--- src/rtl/prog_loader_if.sv ---
// rtl/prog_loader_if.sv - byte stream and instruction-memory write bus for prog_loader
// master: host byte source and instruction store; slave: the loader.
interface prog_loader_if #(
  parameter int ADDR_W = 8,
  parameter int DATA_W = 13
) ();
  logic              in_valid;
  logic [7:0]        in_data;
  logic              in_ready;
  logic              wr_en;
  logic [ADDR_W-1:0] wr_addr;
  logic [DATA_W-1:0] wr_data;

  modport master (
    output in_valid, in_data,
    input  in_ready, wr_en, wr_addr, wr_data
  );

  modport slave (
    input  in_valid, in_data,
    output in_ready, wr_en, wr_addr, wr_data
  );
endinterface

--- src/rtl/prog_loader.sv ---
// rtl/prog_loader.sv - byte-stream loader writing 13-bit words into instruction memory
// Optional trailing checksum byte enabled by defining PROG_LOADER_CHECKSUM_EN.
module prog_loader #(
  parameter int ADDR_W = 8,
  parameter int DATA_W = 13
) (
  input  logic              clk,
  input  logic              rst,
  prog_loader_if.slave      bus,
  input  logic              start_i,
  output logic              busy_o,
  output logic              done_o,
  output logic              err_o,
  output logic [ADDR_W:0]   word_count_o
);
  localparam int HI_W = DATA_W - 8;

  typedef enum logic [2:0] {S_IDLE, S_LEN, S_HI, S_LO, S_FIN, S_CSUM} state_t;

  state_t            state_q, state_d;
  logic [7:0]        len_q, len_d;
  logic [HI_W-1:0]   hi_q, hi_d;
  logic [ADDR_W-1:0] addr_q, addr_d;
  logic [ADDR_W:0]   wc_q, wc_d;
  logic              wr_en_q, wr_en_d;
  logic [ADDR_W-1:0] wr_addr_q, wr_addr_d;
  logic [DATA_W-1:0] wr_data_q, wr_data_d;
  logic              busy_q, busy_d;
  logic              done_q, done_d;
  logic              err_q, err_d;
  logic              in_ready_q, in_ready_d;
  logic [7:0]        sum_q, sum_d;
  logic              sum_bad_q, sum_bad_d;
  logic              xfer;

  always_ff @(posedge clk or posedge rst) begin
    if (rst) begin
      state_q    <= S_IDLE;
      len_q      <= '0;
      hi_q       <= '0;
      addr_q     <= '0;
      wc_q       <= '0;
      wr_en_q    <= 1'b0;
      wr_addr_q  <= '0;
      wr_data_q  <= '0;
      busy_q     <= 1'b0;
      done_q     <= 1'b0;
      err_q      <= 1'b0;
      in_ready_q <= 1'b0;
      sum_q      <= '0;
      sum_bad_q  <= 1'b0;
    end else begin
      state_q    <= state_d;
      len_q      <= len_d;
      hi_q       <= hi_d;
      addr_q     <= addr_d;
      wc_q       <= wc_d;
      wr_en_q    <= wr_en_d;
      wr_addr_q  <= wr_addr_d;
      wr_data_q  <= wr_data_d;
      busy_q     <= busy_d;
      done_q     <= done_d;
      err_q      <= err_d;
      in_ready_q <= in_ready_d;
      sum_q      <= sum_d;
      sum_bad_q  <= sum_bad_d;
    end
  end

  always_comb begin
    state_d   = state_q;
    len_d     = len_q;
    hi_d      = hi_q;
    addr_d    = addr_q;
    wc_d      = wc_q;
    wr_en_d   = 1'b0;
    wr_addr_d = wr_addr_q;
    wr_data_d = wr_data_q;
    busy_d    = busy_q;
    done_d    = done_q;
    err_d     = err_q;
    sum_d     = sum_q;
    sum_bad_d = sum_bad_q;
    xfer      = bus.in_valid && in_ready_q;

    case (state_q)
      S_IDLE: begin
        if (start_i) begin
          done_d    = 1'b0;
          err_d     = 1'b0;
          wc_d      = '0;
          addr_d    = '0;
          sum_d     = '0;
          sum_bad_d = 1'b0;
          busy_d    = 1'b1;
          state_d   = S_LEN;
        end
      end
      S_LEN: begin
        if (xfer) begin
          len_d   = bus.in_data;
          sum_d   = sum_q + bus.in_data;
          state_d = S_HI;
        end
      end
      S_HI: begin
        if (xfer) begin
          if (bus.in_data[7:HI_W] != '0) begin
            err_d   = 1'b1;
            busy_d  = 1'b0;
            state_d = S_IDLE;
          end else begin
            hi_d    = bus.in_data[HI_W-1:0];
            sum_d   = sum_q + bus.in_data;
            state_d = S_LO;
          end
        end
      end
      S_LO: begin
        if (xfer) begin
          wr_en_d   = 1'b1;
          wr_addr_d = addr_q;
          wr_data_d = {hi_q, bus.in_data};
          addr_d    = addr_q + 1'b1;
          wc_d      = wc_q + 1'b1;
          sum_d     = sum_q + bus.in_data;
          // wc_q still counts the words before this one, so equality with L marks word N
          if (wc_q == (ADDR_W+1)'(len_q)) begin
`ifdef PROG_LOADER_CHECKSUM_EN
            state_d = S_CSUM;
`else
            state_d = S_FIN;
`endif
          end else begin
            state_d = S_HI;
          end
        end
      end
`ifdef PROG_LOADER_CHECKSUM_EN
      S_CSUM: begin
        if (xfer) begin
          sum_bad_d = (sum_q + bus.in_data) != 8'd0;
          state_d   = S_FIN;
        end
      end
`endif
      S_FIN: begin
        // hold until the final write strobe has retired, then report
        if (!wr_en_q) begin
          busy_d  = 1'b0;
          done_d  = !sum_bad_q;
          err_d   = sum_bad_q;
          state_d = S_IDLE;
        end
      end
      default: state_d = S_IDLE;
    endcase

    in_ready_d = (state_d == S_LEN) || (state_d == S_HI) ||
                 (state_d == S_LO)  || (state_d == S_CSUM);
  end

  assign bus.in_ready = in_ready_q;
  assign bus.wr_en    = wr_en_q;
  assign bus.wr_addr  = wr_addr_q;
  assign bus.wr_data  = wr_data_q;
  assign busy_o       = busy_q;
  assign done_o       = done_q;
  assign err_o        = err_q;
  assign word_count_o = wc_q;
endmodule

--- src/flat_wrapper.sv ---
// flat-port wrapper written by rule: the top's interface ports become plain ports
module prog_loader_flat 
#(
  parameter int ADDR_W = 8,
  parameter int DATA_W = 13
)
  (clk, rst, start_i, busy_o, done_o, err_o, word_count_o, bus_in_valid, bus_in_data, bus_in_ready, bus_wr_en, bus_wr_addr, bus_wr_data);
  prog_loader_if #(.ADDR_W(ADDR_W), .DATA_W(DATA_W)) bus_i ();
  input  logic clk;
  input  logic rst;
  input  logic start_i;
  output logic busy_o;
  output logic done_o;
  output logic err_o;
  output logic [ADDR_W:0] word_count_o;
  input wire logic [$bits(bus_i.in_valid)-1:0] bus_in_valid;
  input wire logic [$bits(bus_i.in_data)-1:0] bus_in_data;
  output wire logic [$bits(bus_i.in_ready)-1:0] bus_in_ready;
  output wire logic [$bits(bus_i.wr_en)-1:0] bus_wr_en;
  output wire logic [$bits(bus_i.wr_addr)-1:0] bus_wr_addr;
  output wire logic [$bits(bus_i.wr_data)-1:0] bus_wr_data;
  assign bus_i.in_valid = bus_in_valid;
  assign bus_i.in_data = bus_in_data;
  assign bus_in_ready = bus_i.in_ready;
  assign bus_wr_en = bus_i.wr_en;
  assign bus_wr_addr = bus_i.wr_addr;
  assign bus_wr_data = bus_i.wr_data;
  prog_loader #(.ADDR_W(ADDR_W), .DATA_W(DATA_W)) u_core (.clk(clk), .rst(rst), .bus(bus_i), .start_i(start_i), .busy_o(busy_o), .done_o(done_o), .err_o(err_o), .word_count_o(word_count_o));
endmodule
--- config.mk ---
export PLATFORM = sky130hd
export DESIGN_NAME = prog_loader_flat
export DESIGN_NICKNAME = d
export VERILOG_FILES = /design/src/rtl/prog_loader_if.sv /design/src/rtl/prog_loader.sv /design/src/flat_wrapper.sv
export SDC_FILE = /design/constraint.sdc
export NUM_CORES = 1
export LEC_CHECK = 0
export CAP_MARGIN = 20
export CORE_UTILIZATION = 52
export DETAILED_ROUTE_END_ITERATION = 8
export PLACE_DENSITY_LB_ADDON = 0.2
export RECOVER_POWER = 50
export SLEW_MARGIN = 0
export SYNTH_ARGS = -nofsm -noshare
export SYNTH_HDL_FRONTEND = slang
export SYNTH_SLANG_ARGS = --single-unit
--- constraint.sdc ---
create_clock -name clk -period 2.38 [get_ports clk]
set_input_delay 0.357 -clock clk [delete_from_list [all_inputs] [get_ports clk]]
set_output_delay 0.357 -clock clk [all_outputs]
set_load 0.02 [all_outputs]
==> summary.md <==
| Metric | Value |
|---|---|
| Fraction of layout cells with a size suffix above 1 | `8.23%` |
| Inserted Clock Buffers | `9` |
| Filler cells | `391` |
| FF-to-FF path depth | `5` |
| Final hold viol count | `0` |
| DIE AREA | `0.00529 sq mm` |
| Via count | `about 2.0k` |
| Max Used Layer | `met4` |
| Worst slew pin tran | `between 1000 and 1500 ps` |
| Kind of critical path | `register to output port` |
| Min-delay worst type | `register to register` |
| CTS sink cnt | `59` |
| Area leader, netlist | `dfrtp_1` |
| Fmax | `0.532 GHz` |
| Power per unit of standard cell area | `1110 mW/mm^2` |
| Root Buffer | `clkbuf_8` |
| Htree depth | `3` |
| Syn avg cell area | `10.1 sq um` |
| Slew margin rel. | `5.34%` |
| CTS tree | `done` |
| Min Clock Period, post-route | `about 1900 ps` |
| Worst vdd ir | `~0.64 mV` |
| Placer Congestion | `0.773` |
| Vias in the first global route | `1993` |
| WL final | `around 5.6 mm` |
| Status | `complete, no violations` |
| FF-to-FF setup slack | `540 ps` |
| Setup TNS | `0 ps` |
| CP Launch Type | `register` |
| CP Data Arrival Time | `~1500 ps` |
| Top cells by area, synth | `dfrtp_1 57%, nand2_1 11%, xor2_1 4.4%` |
| Most frequent cells in the layout | `75 x nand2_1, 59 x dfrtp_1, 46 x clkdlybuf4s50_1` |
| DR vias/cell | `around 5.2` |
| Post-route ant nets | `0` |
| Metal-1 WL | `around 2.6 mm` |
| Post-synthesis async set-or-reset flop share | `100%` |
| Area growth syn-to-layout | `28.5%` |
| Fin cells | `383` |
| Total grt overflow | `0` |
| Yosys warning count | `0` |
| Yosys top cell area share | `56.8%` |
| Dominant synthesized flop cell | `dfrtp_1` |
| Seq/Total Area, Yosys | `56.8%` |
| Die height | `72.7 um` |
| Ordered list of cells on the worst path | `clkdlybuf4s50_1` |
| Total setup buffers inserted after CTS | `0` |
| Clk Latency, worst-skew pair | `~340 ps` |
| Yosys reg bits | `59` |
| Max-slew violation count | `0` |
| Crit. End Element | `output port` |
| Global-route wire length before repair | `roughly 9.5 mm` |
| Crit path max-delay cell type | `clkdlybuf4s50_1` |
| Total power | `3.72 mW` |
| Synth cell types | `36` |
| Clock Path Buffers | `2` |
| Max-cap violations | `0` |
| Post-route setup slack | `499 ps` |
| Critical Path Max Stage Delay | `670 ps` |
| Syn Inst Count | `258` |
| # DRC | `0` |
| Final setup viols | `0` |
| Wire length on met2 | `2.68 mm` |
| Antenna Cells | `0` |
| Critical Path RT | `2020 ps` |
| WL per Instance | `14.6 um` |
| Final period utilization | `79.0%` |
| DP Cell Count | `368` |
| CORE AREA | `between 0.004 and 0.005 sq mm` |
| Most common cell after layout, fill and taps aside | `nand2_1` |
| Met3 wire length | `204 um` |
| Post-synth EDFFs | `0` |
| WHS Path Cells | `2` |
| Rows | `25` |
| DR pass1 iterations | `4` |
| CTS resizes | `0` |
| Largest net degree at the start of global routing | `60` |
| Max Clock Skew | `6.11 ps` |
| Crit-path max FO | `7` |
| Starting Density | `54.7%` |
| Final nets | `around 330` |
| Cts hold-fix bufs | `0` |
| WP depth | `1` |
| Delay-heaviest family, CP | `buffers and inverters` |
| Initial antenna violation count | `0` |
| Dpl ws | `348 ps` |
| Clock Pin Slew Worst Setup and Hold Paths | `60 ps` |
| Port-buffer cells | `46` |
| Static Leak | `approximately 1.6 nW` |
| HPWL after DPL | `slightly below 4 mm` |
| Global-route total usage across every layer | `24.4%` |
| Mapped Nets | `around 270` |
| Num ports | `47` |
| Hold WS | `471 ps` |
| Die Wd | `a little over 70 um` |
| Bufs and invs on worst path | `1` |
| RSZ-0062 raised after global routing | `no` |
| Mapped cell area | `0.00260 sq mm` |
| 1st-iter DRT viols | `104` |
[cell families after synthesis]
logic type                 after synthesis  synth area share, %
DFF                                     59                 56.8
buffers and inverters                   17                 2.60
AOI/OAI and AO/OA                       22                 5.44
adders and majority gates                2                0.962
and+or+nand+nor                        124                 21.4
muxes                                   15                 6.40
xor gates and xnor gates                19                 6.40
[final cells by class]
cell class	count	area (sq um)	area share [%]
flip-flops and latches	59	1480	44.2
multi-input cells	182	1050	31.5
repair buffers	54	512	15.3
clock buffers	13	159	4.75
well taps	67	83.8	2.51
clock inverters	2	35.0	1.05
inverters	6	22.5	0.674
[cells in the mapped netlist (2+ instances only)]
cell type / n
a22o_1: 2
nor3_1: 4
nor2_1: 17
and4_1: 2
clkbuf_1: 8
ha_1: 2
nand4_1: 3
buf_2: 3
dfrtp_1: 59
o31ai_1: 2
mux2_1: 8
a21oi_1: 6
nand2_1: 74
inv_1: 6
nor4_1: 5
xor2_1: 13
nand3_1: 7
mux2_2: 5
xnor2_1: 6
mux2i_1: 2
and3_1: 3
o21ai_0: 7
[registers in the layout, indices dropped and copies added, names as in the netlist]
register / cells
u_core.addr_q: 8
u_core.bus.in_ready: 1
u_core.bus.wr_addr: 8
u_core.bus.wr_data: 13
u_core.bus.wr_en: 1
u_core.busy_o: 1
u_core.done_o: 1
u_core.err_o: 1
u_core.hi_q: 5
u_core.len_q: 8
u_core.state_q: 3
u_core.word_count_o: 9
[report_power, final]
group	switching (mW)	internal, mW	total (mW)
Sequential	0.249	1.29	1.54
Combinational	0.684	0.583	1.27
Clock	0.376	0.534	0.910
[metal layers]
metal | track usage, % | vias up
met5 | 0 | -
met4 | 13.7 | 0
met3 | 4.14 | 12
met2 | 37.1 | 48
met1 | 33.4 | 971
li1 | - | 969
[per-stage QoR]
stage | area [sq um] | util (%)
after CTS | 3370 | 70.8
after floorplan | 2600 | -
final | 3340 | 70.3
after global placement | 3170 | 66.7
after global routing | 3340 | 70.3
after detailed placement | 3170 | 66.7
[worst min-delay path, cell delays in order (launching register included)]
cell and delay (ps):
dfrtp_1 340, nand2_1 50, nand2_1 50
[final timing paths]
kind                                        start                     to
setup / recovery           u_core.word_count_o[3]        word_count_o[3]
hold / removal              u_core.bus.wr_addr[5]  u_core.bus.wr_addr[5]
setup reg to reg                u_core.state_q[0]       u_core.addr_q[7]
hold reg to reg             u_core.bus.wr_addr[5]  u_core.bus.wr_addr[5]
max in group asynchronous                     rst  u_core.bus.wr_data[2]
min in group asynchronous                     rst  u_core.bus.wr_addr[1]
No activity file was read; power rests on OpenSTA's default activity.
